==> src/rtl/bin_to_bcd_seq.sv <==
// bin_to_bcd_seq: sequential binary-to-BCD converter (shift-and-add-3),
// one input bit per clock. Start with a one-cycle handshake; a one-cycle
// done pulse marks the edge on which bcd_o is refreshed. bcd_o holds its
// value between conversions so the downstream 7-segment decoders stay stable.
//
// Optional build macro: BLANK_LEADING_ZEROS_EN
//   defined   - zero digits above the most significant nonzero digit are
//               replaced by 4'hF (decoder shows blank); digit 0 never blanks.
//   undefined - raw BCD digits, leading zeros shown.
module bin_to_bcd_seq #(
    parameter int WIDTH  = 16,
    parameter int DIGITS = 5
) (
    input  logic                  clk,
    input  logic                  rst,
    input  logic                  start,
    input  logic [WIDTH-1:0]      bin_in,
    output logic [4*DIGITS-1:0]   bcd_o,
    output logic                  done,
    output logic                  busy
);

    localparam int BCD_W = 4 * DIGITS;
    localparam int SR_W  = BCD_W + WIDTH;
    localparam int CNT_W = $clog2(WIDTH + 1);

    localparam logic [1:0] S_IDLE  = 2'd0;
    localparam logic [1:0] S_SHIFT = 2'd1;
    localparam logic [1:0] S_DONE  = 2'd2;

`ifdef BLANK_LEADING_ZEROS_EN
    // Blank display with a single 0 in the units position.
    localparam logic [BCD_W-1:0] RESET_PATTERN = {{(DIGITS-1){4'hF}}, 4'h0};
`else
    localparam logic [BCD_W-1:0] RESET_PATTERN = '0;
`endif

    logic [1:0]       r_state;
    logic [CNT_W-1:0] r_cnt;
    logic [SR_W-1:0]  r_sr;
    logic [BCD_W-1:0] r_bcd;
    logic             r_done;
    logic             r_busy;

    logic [SR_W-1:0]  w_corr;
    logic [BCD_W-1:0] w_field;
    logic [BCD_W-1:0] w_bcd_out;

    assign w_field = r_sr[SR_W-1 -: BCD_W];

    // Add-3 correction applied to every BCD digit >= 5, all in parallel.
    always_comb begin
        // NOTE: full default assignment first, so no path leaves w_corr unassigned (no latch).
        w_corr = r_sr;
        for (int k = 0; k < DIGITS; k++) begin
            if (r_sr[WIDTH + 4*k +: 4] >= 4'd5) begin
                w_corr[WIDTH + 4*k +: 4] = r_sr[WIDTH + 4*k +: 4] + 4'd3;
            end
        end
    end

    // Final display value: optional leading-zero blanking from the top digit down.
    always_comb begin
`ifdef BLANK_LEADING_ZEROS_EN
        logic seen;
        seen      = 1'b0;
        w_bcd_out = w_field;
        for (int k = DIGITS - 1; k >= 1; k--) begin
            if (w_field[4*k +: 4] != 4'd0) begin
                seen = 1'b1;
            end
            if (!seen) begin
                w_bcd_out[4*k +: 4] = 4'hF;
            end
        end
`else
        w_bcd_out = w_field;
`endif
    end

    // Control FSM, shift register, bit counter and registered outputs.
    always_ff @(posedge clk) begin
        // NOTE: non-blocking assignments so every register samples pre-edge values.
        if (rst) begin
            r_state <= S_IDLE;
            r_cnt   <= '0;
            r_sr    <= '0;
            r_bcd   <= RESET_PATTERN;
            r_done  <= 1'b0;
            r_busy  <= 1'b0;
        end else begin
            r_done <= 1'b0;
            case (r_state)
                S_IDLE: begin
                    if (start) begin
                        r_sr    <= {{BCD_W{1'b0}}, bin_in};
                        r_cnt   <= '0;
                        r_state <= S_SHIFT;
                        r_busy  <= 1'b1;
                    end else begin
                        r_busy  <= 1'b0;
                    end
                end
                S_SHIFT: begin
                    r_sr  <= w_corr << 1;
                    r_cnt <= r_cnt + CNT_W'(1);
                    if (r_cnt == CNT_W'(WIDTH - 1)) begin
                        r_state <= S_DONE;
                    end
                end
                S_DONE: begin
                    // busy stays high through the IDLE cycle that follows, so
                    // it drops one edge after done unless a new start arrives.
                    r_bcd   <= w_bcd_out;
                    r_done  <= 1'b1;
                    r_state <= S_IDLE;
                end
                default: begin
                    r_state <= S_IDLE;
                end
            endcase
        end
    end

    assign bcd_o = r_bcd;
    assign done  = r_done;
    assign busy  = r_busy;

endmodule

==> config.mk <==
export PLATFORM = sky130hd
export DESIGN_NAME = bin_to_bcd_seq
export DESIGN_NICKNAME = d
export VERILOG_FILES = /design/src/rtl/bin_to_bcd_seq.sv
export SDC_FILE = /design/constraint.sdc
export NUM_CORES = 1
export LEC_CHECK = 0
export ABC_AREA = 1
export CAP_MARGIN = 20
export CORE_UTILIZATION = 35
export DETAILED_ROUTE_END_ITERATION = 10
export PLACE_DENSITY_LB_ADDON = 0.15
export SLEW_MARGIN = 20
export SYNTH_ARGS = -nofsm -noshare
export SYNTH_HDL_FRONTEND = slang
export SYNTH_SLANG_ARGS = --single-unit
==> constraint.sdc <==
create_clock -name clk -period 1.4 [get_ports clk]
set_input_delay 0.21 -clock clk [delete_from_list [all_inputs] [get_ports clk]]
set_output_delay 0.21 -clock clk [all_outputs]
set_load 0.05 [all_outputs]
## Word level (Yosys, flattened, before mapping)

Index checks and enable logic that the tools add are counted.

| word-level totals | value |
|---|---|
| logic and storage cells | 40 |
| register bits | 65 |
| input bits | 19 |

| operators by class | value |
|---|---|
| add/sub/neg operators | 6 |
| muxes and demuxes | 14 |
| $lt $le $gt $ge | 5 |
| reductions and logical operators | 4 |
| eq/ne operators | 5 |

Operators by type and width:

| kind | number |
|---|---|
| $pmux W36 S2 | 1 |
| $mux W36 | 1 |
| $ge A4 B3 Y1 const B | 5 |
| $add A4 B2 Y4 const B | 4 |
| $mux W4 | 4 |
| $pmux W5 S2 | 1 |
| $add A5 B1 Y5 const B | 1 |
| $eq A5 B4 Y1 const B | 1 |
| $mux W5 | 1 |
| $mux W2 | 2 |
| $ne A2 B2 Y1 const B | 2 |
| $pmux W2 S2 | 1 |
| $reduce_and A2 Y1 | 2 |
| $add A3 B2 Y3 const B | 1 |
| $mux W3 | 1 |
| $eq A2 B1 Y1 const B | 1 |
| $eq A2 B2 Y1 const B | 1 |
| $logic_not A2 Y1 | 1 |
| $mux W1 | 2 |
| $reduce_bool A2 Y1 | 1 |

## Logic depth before layout (Yosys ltp)

Gate-level depths: netlist of the first run.

| depth | value |
|---|---|
| depth after elaboration | 3 |
| gate-level depth with buffers | 9 |

## Worst setup path before layout of the first run

Ideal clock, no wire load.

| path | value |
|---|---|
| path kind | reg2reg |
| start point | register r_sr[16] |
| end point | register r_sr[20] |
| library setup time | 65 ps |
| slack | 221 ps |
| data arrival time | 1114 ps |
| stages on the path, launching flop included | 10 |
| data required time | 1335 ps |
| cells stage by stage | dfxtp_1 inv_1 ha_1 inv_1 nand2_1 nand3_1 nand2_1 nor2_1 nor2_1 nor2_1 |

| on the way | value |
|---|---|
| cells in the longest elaborated chain, start to end | 3 |
| elaborated cells between the ends (all ways) | 4 |
| those cells by class | 1 x add/sub; 1 x order compare; 2 x mux |

RTL lines:

| what | line | source |
|---|---|---|
| from (decl) | 40 | `logic [SR_W-1:0] r_sr;` |
| from (signal assigned) | 96 | `r_sr <= {{BCD_W{1'b0}}, bin_in};` |
| from (signal assigned) | 105 | `r_sr <= w_corr << 1;` |
| $add A4 B2 Y4 or $ge A4 B3 Y1 (tied branches) | 57, 56 |  |
| $mux W4 (*) | 56 | `if (r_sr[WIDTH + 4*k +: 4] >= 4'd5) begin` |
| $pmux W36 S2 (*) | 93 | `case (r_state)` |

Every way passes the cells marked *; elsewhere a longest branch is shown, timed or not.
A chain may end at the register's enable or synchronous reset.

## Worst setup path in the final report of the first run

| path | value |
|---|---|
| start point | register r_sr[29] |
| end point | register r_sr[32] |

The elaborated chain is that of the path after synthesis.

==> results of run 1 <==
worst max-delay path: stages (launching register included):
cell	delay (ps)
dfxtp_2	330
inv_1	130
ha_1	180
inv_1	40
nand2_1	130
nand3_2	100
nand2_1	70
nor2_1	40
nor2_1	80
nor2_1	40
metrics by stage:
stage / instance area [um^2] / setup TNS, ps
floorplan: 2910 / 0
global placement: 3716 / -17.92
detailed placement: 3716 / -59.77
CTS: 3959 / 0
global route: 3986 / -13.16
finish: 3986 / 0
layer usage:
metal / share of wire [%] / up-vias
met5: 0 / -
met4: 1.2 / 0
met3: 4.5 / 8
met2: 46 / 46
met1: 48 / 1189
li1: - / 1400
worst paths after layout:
check,start,to,slack (ps),depth (start not counted)
setup reg to reg,r_sr[29]$_SDFFE_PP0P_,r_sr[32]$_SDFFE_PP0P_,130,9
hold / removal,r_sr[13]$_SDFFE_PP0P_,r_sr[13]$_SDFFE_PP0P_,450,2
hold reg to reg,r_sr[13]$_SDFFE_PP0P_,r_sr[13]$_SDFFE_PP0P_,450,2
setup / recovery,r_sr[29]$_SDFFE_PP0P_,r_sr[32]$_SDFFE_PP0P_,130,9
timing repair:
item,in CTS,in global routing
endpoints found under the setup margin,0,12
resized for setup,0,16
buffers inserted,0,0
cells by family (layout without fill, tap and decap cells):
| kind of cell | count (synthesis) | in the layout | share of synthesized area (%) |
|---|---|---|---|
| buffers and inverters | 69 | 121 | 9.630 |
| AND/OR/NAND/NOR | 143 | 143 | 20.68 |
| AO/OA/AOI/OAI | 105 | 105 | 19.82 |
| adder cells (fa/ha/maj) | 12 | 12 | 5.159 |
| flip-flops | 65 | 65 | 44.71 |
registers in the layout (all words and copies together), names as in the netlist:
register and cells:
r_state 2, r_sr 36, r_cnt 5, done 1, busy 1, bcd_o 20
power breakdown:
part	total, W	switching, W	internal [W]
Sequential	0.00192	0.0000203	0.00190
Combinational	0.000345	0.000195	0.000151
Clock	0.00194	0.000715	0.00122
placed cells by master (no fill, tap or decap), drive strengths merged:
cell type and n:
o21ai 32, nand2 79, a22oi 1, dfxtp 65, inv 50, nand3 24, nor3 2, clkdlybuf4s50 18
o211ai 18, bufinv 3, buf 37, a21oi 54, ha 12, nand4 10, clkinv 3, clkbuf 10
nor2 28
final cells by class:
cell class | instances | share of cell area (%)
flip-flops and latches | 65 | 32.83
clock buffers | 10 | 3.453
well taps | 102 | 3.201
multi-input cells | 260 | 33.84
clock inverters | 6 | 2.637
inverters | 50 | 4.708
repair buffers | 55 | 19.33
==> impl_metrics.py, run 1 <==
metrics = {
    "synth": {
        "syn_area_um2": 2910,
        "synth_edf_count": 0,
        "synthArstFlopShare_pct": 0,
        "ys_seq_area_share_pct": 44.71,
        "yosys_most_used_dff": "dfxtp_1",
        "synth_nets": 425,
        "synth_area_leaders": "dfxtp_1, nand2_1, a21oi_1",
        "yosys.area.top_type": "dfxtp_1",
        "netlist_instances": 394,
        "syn_area_per_cell_um2": 7.387,
        "yosys_warnings": 0,
        "ys_types": 20,
        "synth.most_common_cell": "nand2_1",
        "synth_common_cells": "nand2_1, dfxtp_1, a21oi_1, inv_1, nor2_1",
        "synth.top_cell.area_share_pct": 44.71,
        "yosys_register_bits": 65,
    },
    "timing": {
        "maxSlewViolCount": 0,
        "fmax_ghz": 0.7903,
        "slew_headroom_pct": 79.52,
        "tightest_slew_ps": 306.1,
        "hold_ws_ps": 448.5,
        "setup_viol": 0,
        "skew_ps": 9.012,
        "min_period_ps": 1265,
        "post-route-period-util_pct": 90.38,
        "finalHoldViolCount": 0,
        "timing.final.ws_setup_ps": 134.6,
    },
    "grt": {
        "use_met2_pct": 26.16,
        "grtUsageTotal_pct": 15.81,
        "grt_max_degree": 31,
        "first_global_vias": 2495,
        "grt_pass1_wl_um": 10930,
        "antenna_found_initial": 0,
        "gr-total-overflow": 0,
        "gr-usage-met3_pct": 5.203,
        "gr-max-usage-layer": "met2",
        "grt_use_met1_pct": 19.46,
    },
    "place": {
        "dp_hpwl_um": 4322,
        "preCtsSetupSlack_ps": -15.43,
        "dpl.cell_count": 532,
        "place.port_buffers": 40,
        "place_congestion": 0.7535,
    },
    "floorplan": {
        "core_region_area_um2": 7888,
        "die_height_um": 93.19,
        "dieArea_um2": 8683,
        "io_pins": 41,
        "rows": 32,
        "die_x_um": 93.19,
        "start_util_pct": 36.90,
    },
    "clock_tree": {
        "htree_levels": 3,
        "path_clk_slew_ps": 70,
        "clock_path_buffers": 2,
        "cts_made_buffers": 9,
        "clock_latency_ps": 340,
        "clockRootBuffer": "clkbuf_8",
        "cts_tree": "done",
        "cts_sinks": 65,
        "cts_hold_buf": 0,
    },
    "pwr": {
        "power.leakage_nw": 1.641,
        "power_density_nw_per_um2": 1055,
        "ir_worst_vdd_mv": 0.5972,
        "p_total_w": 0.004206,
    },
    "setup_path": {
        "worstSetupPathType": "flip-flop to flip-flop",
        "critPathMaxFanout": 5,
        "cp_data_arrival_time_ps": 1490,
        "start_kind": "flip-flop",
        "crit_required_ps": 1630,
        "end_kind": "flip-flop",
    },
    "run_status": {
        "status": "completed",
    },
    "route": {
        "routedWlPerCell_um": 11.52,
        "routed_wl_um": 6314,
        "routed_via_density": 4.823,
        "ant_nets": 0,
        "drtIter0Drc": 175,
        "drc_errors": 0,
        "firstDrtPassIters": 4,
        "dr_total_vias": 2643,
    },
    "cells_and_area": {
        "final_core_util_pct": 50.54,
        "diodes": 0,
        "fin_nets": 472,
        "layout-drive-gt1-share_pct": 16.82,
        "multi_input_area_um2": 1349,
        "fin_cells": 548,
        "area.growth.synth_to_final_pct": 36.97,
        "seq_area_um2": 1309,
        "fillCellCount": 768,
    },
    "job": {
        "max-cap-violations": 0,
    },
    "worst_hold_path": {
        "min_path_type": "flip-flop to flip-flop",
    },
}
No activity file was read; power rests on OpenSTA's default activity.
==> run 2: changes to the inputs <==
--- a/config.mk
+++ b/config.mk
@@ -10,6 +10,7 @@
 export CORE_UTILIZATION = 35
 export DETAILED_ROUTE_END_ITERATION = 10
 export PLACE_DENSITY_LB_ADDON = 0.15
+export REMOVE_ABC_BUFFERS = 1
 export SLEW_MARGIN = 20
 export SYNTH_ARGS = -nofsm -noshare
 export SYNTH_HDL_FRONTEND = slang
==> constraint.sdc (replaced) <==
create_clock -name clk -period 1.25 [get_ports clk]
set_input_delay 0.1875 -clock clk [delete_from_list [all_inputs] [get_ports clk]]
set_output_delay 0.1875 -clock clk [all_outputs]
set_load 0.05 [all_outputs]
==> run 2 against run 1 <==
Effect of this change:
- clock-buffer cell count stayed put
- utilization is 2.2 points higher
- clock power is 9.8% lower
- hold slack better by 6.0 ps
- combinational power is 25% higher
- wire length is 5.7% higher
- sequential share of layout area is 0.93 points lower
- fmax is 3.3% higher
- total power is 2.8% higher
- die area stayed put
- design area is 4.3% higher
- final cell count is 2.0% higher
- critical endpoint is now r_sr[28]$_SDFFE_PP0P_
- highest routed layer unchanged
==> impl_metrics.py, run 2 (synthesized netlist as in run 1, its figures left out) <==
metrics = {
    "cells_and_area": {
        "diodes": 0,
        "final_cell_mix": "nand2_1, dfxtp_1, a21oi_1, inv_1, buf_12",
        "mostFrequentLayoutCell": "nand2_1",
        "area.growth.synth_to_final_pct": 42.86,
        "fin_area_um2": 4158,
        "largest_register": "r_sr",
        "largest_reg_flops": 36,
        "layout-drive-gt1-share_pct": 24.29,
        "fin_nets": 483,
    },
    "timing": {
        "hold_ws_ps": 454.5,
        "tightest_slew_ps": 284.6,
        "skew_ps": 8.540,
        "timing.final.ws_setup_ps": 25.44,
        "slew_headroom_pct": 81.03,
        "fin_tns_setup_ps": 0,
        "setup_viol": 0,
        "maxSlewViolCount": 0,
        "rsz0062_at_grt": "true",
        "finalHoldViolCount": 0,
        "post-route-period-util_pct": 97.97,
        "min_period_ps": 1225,
        "fmax_ghz": 0.8166,
    },
    "clock_tree": {
        "clock_latency_ps": 330,
        "cts_hold_buf": 0,
        "clockRootBuffer": "clkbuf_8",
        "path_clk_slew_ps": 60,
        "cts_made_buffers": 9,
        "cts_sinks": 65,
        "htree_levels": 3,
        "clock_path_buffers": 2,
        "cts_tree": "done",
    },
    "setup_path": {
        "reg2reg_from": "r_sr[24]$_SDFFE_PP0P_",
        "crit_required_ps": 1460,
        "cp_data_arrival_time_ps": 1440,
        "end_kind": "flip-flop",
        "rr_endpoint": "r_sr[28]$_SDFFE_PP0P_",
        "worstSetupPathType": "flip-flop to flip-flop",
        "reg2reg_slack_ps": 30,
        "critPathMaxFanout": 4,
        "start_kind": "flip-flop",
        "rr_worst_depth": 9,
    },
    "route": {
        "ant_nets": 0,
        "drc_errors": 0,
        "drtIter0Drc": 113,
        "routed_via_density": 4.875,
        "routed_wl_um": 6674,
        "routedWlPerCell_um": 11.94,
        "dr_total_vias": 2725,
        "firstDrtPassIters": 4,
    },
    "place": {
        "place_congestion": 0.8106,
        "place.port_buffers": 40,
        "dp_hpwl_um": 4487,
        "placed_cell_area_um2": 3821,
        "preCtsSetupSlack_ps": -171.7,
    },
    "floorplan": {
        "io_pins": 41,
        "die_x_um": 93.19,
        "rows": 32,
        "dieArea_um2": 8683,
        "die_height_um": 93.19,
        "start_util_pct": 36.90,
        "core_region_area_um2": 7888,
    },
    "grt": {
        "grt_pass1_wl_um": 11160,
        "gr-total-overflow": 0,
        "first_global_vias": 2558,
        "grt_max_degree": 35,
        "grtUsageTotal_pct": 16.35,
        "antenna_found_initial": 0,
    },
    "pwr": {
        "ir_worst_vdd_mv": 0.4214,
        "power.leakage_nw": 1.693,
        "power_density_nw_per_um2": 1040,
        "p_total_w": 0.004325,
    },
    "run_status": {
        "status": "completed",
    },
    "worst_hold_path": {
        "min_path_type": "flip-flop to flip-flop",
        "hold_end": "r_sr[5]$_SDFFE_PP0P_",
        "hold_depth": 2,
        "worstHoldStart": "r_sr[5]$_SDFFE_PP0P_",
    },
    "job": {
        "max-cap-violations": 0,
    },
}
-- run 2: layout make-up --
class	instances	area, um^2
Clock inverter	6	57.56
Sequential cell	65	1326
Clock buffer	10	137.6
Multi-Input combinational cell	260	1420
Timing Repair Buffer	66	898.4
Inverter	50	190.2
Tap cell	102	127.6
Fill cell	771	3730
-- run 2: worst max-delay path by stage --
stage	from	end	slack (ps)	depth (start not counted)
after detailed placement	start	r_sr[9]$_SDFFE_PP0P_	-170	5
final	r_sr[24]$_SDFFE_PP0P_	r_sr[28]$_SDFFE_PP0P_	30	9
after global placement	start	r_sr[9]$_SDFFE_PP0P_	-140	5
after CTS	r_state[0]$_SDFFE_PP0P_	r_sr[24]$_SDFFE_PP0P_	0.9	7
after floorplan	r_state[0]$_SDFFE_PP0P_	r_sr[20]$_SDFFE_PP0P_	-760	7
after global routing	r_sr[20]$_SDFFE_PP0P_	r_sr[24]$_SDFFE_PP0P_	-40	9
-- run 2: power by group --
group	switching, W	leakage, nW	internal, W
clock	0.000785	0.102	0.000961
combinational	0.000236	1.06	0.000195
sequential	0.0000229	0.535	0.00213
-- run 2: what timing repair did --
action	4_1_cts	5_1_grt
endpoints found under the setup margin	12	38
resized for setup	7	45
setup buffers	0	2
pin swaps	0	12
-- run 2: routing by layer --
layer  GRT usage (%)  wire (um)
met1           19.32       3038
met2           28.19       3323
met4           7.821         65
met3           3.333        247
met5               0          0
-- run 2: critical path, cell delays in order (launching register included) --
cell and delay [ps]:
dfxtp_2 340, inv_1 70, ha_2 190, inv_1 50, nand2_2 90, nand3_2 110, nand2_1 80, nor2_1 40
nor2_1 90, nor2_1 40
-- run 2: through the flow --
step           instances  utilization (%)
2_1_floorplan        375                -
3_3_place_gp         541            48.45
3_5_place_dp         541            48.45
4_1_cts              557            51.16
5_1_grt              559            52.71
6_report             559            52.71
==> run 3: changes to the inputs <==
==> constraint.sdc (replaced) <==
create_clock -name clk -period 1.29 [get_ports clk]
set_input_delay 0.1935 -clock clk [delete_from_list [all_inputs] [get_ports clk]]
set_output_delay 0.1935 -clock clk [all_outputs]
set_load 0.05 [all_outputs]
==> run 3 against run 2 <==
Effect of this change:
- first-iteration DRC count fell by 15%
- design area decreased by 3.3%
- global-route usage fell by 0.30 points
- wire length down 3.3%
- register-to-register slack better by 50 ps
- fmax rose by 1.0%
- utilization fell by 1.7 points
- via count decreased by 2.4%
==> impl_metrics.py, run 3 (synthesized netlist as in run 1, its figures left out) <==
metrics = {
    "run_status": {
        "status": "completed",
    },
    "setup_path": {
        "crit_slowest_cell": "dfxtp_1",
        "crit_end": "r_sr[28]$_SDFFE_PP0P_",
        "critPathLaunch": "r_sr[25]$_SDFFE_PP0P_",
        "worstSetupPathType": "flip-flop to flip-flop",
        "cp_top_family": "simple AND/OR/NAND/NOR gates",
        "rr_worst_depth": 9,
        "worst-path-stages": 9,
        "critPathMaxFanout": 4,
        "reg2reg_slack_ps": 80,
        "reg2reg_from": "r_sr[25]$_SDFFE_PP0P_",
        "cp_data_arrival_time_ps": 1470,
        "start_kind": "flip-flop",
        "path_buf_inv": 2,
        "path_cells": "inv_2 -> ha_2 -> inv_1 -> nand2_2 -> nand3_4 -> nand2_1 -> nor2_1 -> nor2_1 -> nor2_1",
        "end_kind": "flip-flop",
        "rr_endpoint": "r_sr[28]$_SDFFE_PP0P_",
        "critPathMostFrequentCell": "nor2_1",
        "crit_required_ps": 1550,
        "crit_path_max_incr_delay_ps": 360,
    },
    "pwr": {
        "power_density_nw_per_um2": 983.2,
        "p_clk_share_pct": 36.9,
        "ir_worst_vdd_mv": 0.4979,
        "p_sw_share_pct": 23.98,
        "power.leakage_nw": 1.650,
        "seqPwrFrac_pct": 52.8,
        "internal_power_w": 0.003005,
        "p_sw_w": 0.0009476,
        "p_comb_share_pct": 10.3,
    },
    "floorplan": {
        "dieArea_um2": 8683,
        "rows": 32,
        "io_pins": 41,
        "die_x_um": 93.19,
        "die_height_um": 93.19,
        "core_region_area_um2": 7888,
        "start_util_pct": 36.90,
    },
    "grt": {
        "grtUsageTotal_pct": 16.05,
        "use_met2_pct": 24.82,
        "antenna_found_initial": 0,
        "gr-total-overflow": 0,
        "first_global_vias": 2472,
        "gr-max-usage-layer": "met2",
        "grt_pass1_wl_um": 11090,
        "grt_max_degree": 36,
        "gr-usage-met3_pct": 3.984,
        "grt_use_met1_pct": 21.41,
    },
    "clock_tree": {
        "clock_latency_ps": 330,
        "htree_levels": 3,
        "cts_made_buffers": 9,
        "cts_sinks": 65,
        "clock_path_buffers": 2,
        "clockRootBuffer": "clkbuf_8",
        "cts_tree": "done",
        "cts_hold_buf": 0,
        "path_clk_slew_ps": 70,
    },
    "timing": {
        "maxSlewViolCount": 0,
        "fmax_ghz": 0.8250,
        "setup_viol": 0,
        "timing.final.ws_setup_ps": 77.82,
        "slew_headroom_pct": 80.84,
        "min_period_ps": 1212,
        "tightest_slew_ps": 287.4,
        "post-route-period-util_pct": 93.97,
        "skew_ps": 9.078,
        "finalHoldViolCount": 0,
    },
    "cells_and_area": {
        "final_cell_mix": "nand2_1, dfxtp_1, a21oi_1, inv_1",
        "largest_register": "r_sr",
        "fin_cells": 550,
        "diodes": 0,
        "mostFrequentLayoutCell": "nand2_1",
        "fillCellCount": 746,
        "largest_reg_flops": 36,
        "area.growth.synth_to_final_pct": 38.13,
        "layout-drive-gt1-share_pct": 20.09,
        "fin_nets": 478,
    },
    "route": {
        "ant_nets": 0,
        "routedWlPerCell_um": 11.73,
        "routed_via_density": 4.835,
        "firstDrtPassIters": 4,
        "drc_errors": 0,
        "routed_wl_um": 6453,
        "dr_total_vias": 2659,
        "drtIter0Drc": 96,
    },
    "place": {
        "place_congestion": 0.7855,
        "place.port_buffers": 40,
        "preCtsSetupSlack_ps": -126.7,
        "dpl.cell_count": 537,
        "dp_hpwl_um": 4318,
    },
    "worst_hold_path": {
        "min_path_type": "flip-flop to flip-flop",
        "hold_depth": 2,
    },
    "job": {
        "max-cap-violations": 0,
    },
}
==> run 3: how the worst min path moves through the flow <==
stage	slack, ps	to	from
finish	450	r_sr[1]$_SDFFE_PP0P_	r_sr[1]$_SDFFE_PP0P_
global placement	440	r_sr[2]$_SDFFE_PP0P_	r_sr[2]$_SDFFE_PP0P_
floorplan	260	busy$_SDFFE_PP0P_	rst
global route	470	r_sr[12]$_SDFFE_PP0P_	r_sr[12]$_SDFFE_PP0P_
detailed placement	440	r_sr[4]$_SDFFE_PP0P_	r_sr[4]$_SDFFE_PP0P_
CTS	450	r_sr[4]$_SDFFE_PP0P_	r_sr[4]$_SDFFE_PP0P_
==> run 3: what timing repair did <==
action | in CTS | in global routing
pin swaps | 0 | 2
buffers inserted | 0 | 1
gates resized for setup | 2 | 33
endpoints found under the setup margin | 4 | 36
==> run 3: power by group through the flow <==
| stage | registers, W | logic, W | clock network (W) |
|---|---|---|---|
| after floorplan | 0.00214 | 0.000191 | 0 |
| after global placement | 0.00213 | 0.000401 | 0 |
| after detailed placement | 0.00213 | 0.000405 | 0 |
| after CTS | 0.00209 | 0.000407 | 0.00149 |
| after global routing | 0.00209 | 0.000460 | 0.00157 |
| final | 0.00209 | 0.000408 | 0.00146 |
==> run 3: layout make-up <==
cell class                      instances  area (um^2)  area share (%)
Multi-Input combinational cell        260         1400           34.83
Sequential cell                        65         1316           32.74
Timing Repair Buffer                   61        832.0           20.70
Inverter                               50        187.7           4.669
Clock buffer                           11        151.4           3.766
Tap cell                              102        127.6           3.175
Clock inverter                          1        5.005          0.1245
==> run 3: worst register-to-register path: stages, from the launching register on <==
cell and delay (ps):
dfxtp_1 360, inv_2 70, ha_2 180, inv_1 70, nand2_2 100, nand3_4 100, nand2_1 50, nor2_1 110
nor2_1 50, nor2_1 70
==> run 3: stage by stage <==
stage / util, % / setup TNS (ps) / total power, W / hold WS, ps / area [um^2]
finish: 50.97 / 0 / 0.003952 / 449.7 / 4020
global route: 50.97 / -47.88 / 0.004123 / 472.1 / 4020
CTS: 49.81 / 0 / 0.003986 / 452.8 / 3929
detailed placement: 47.75 / -3766 / 0.002538 / 443.2 / 3766
global placement: 47.75 / -3090 / 0.002531 / 437.6 / 3766
floorplan: - / -25900 / 0.002327 / 262.6 / 2818
==> run 3: routing by layer <==
metal	vias to the layer above	share of wire [%]
li1	1400	-
met1	1211	48
met2	42	47
met3	6	3.2
met4	0	1.2
met5	-	0
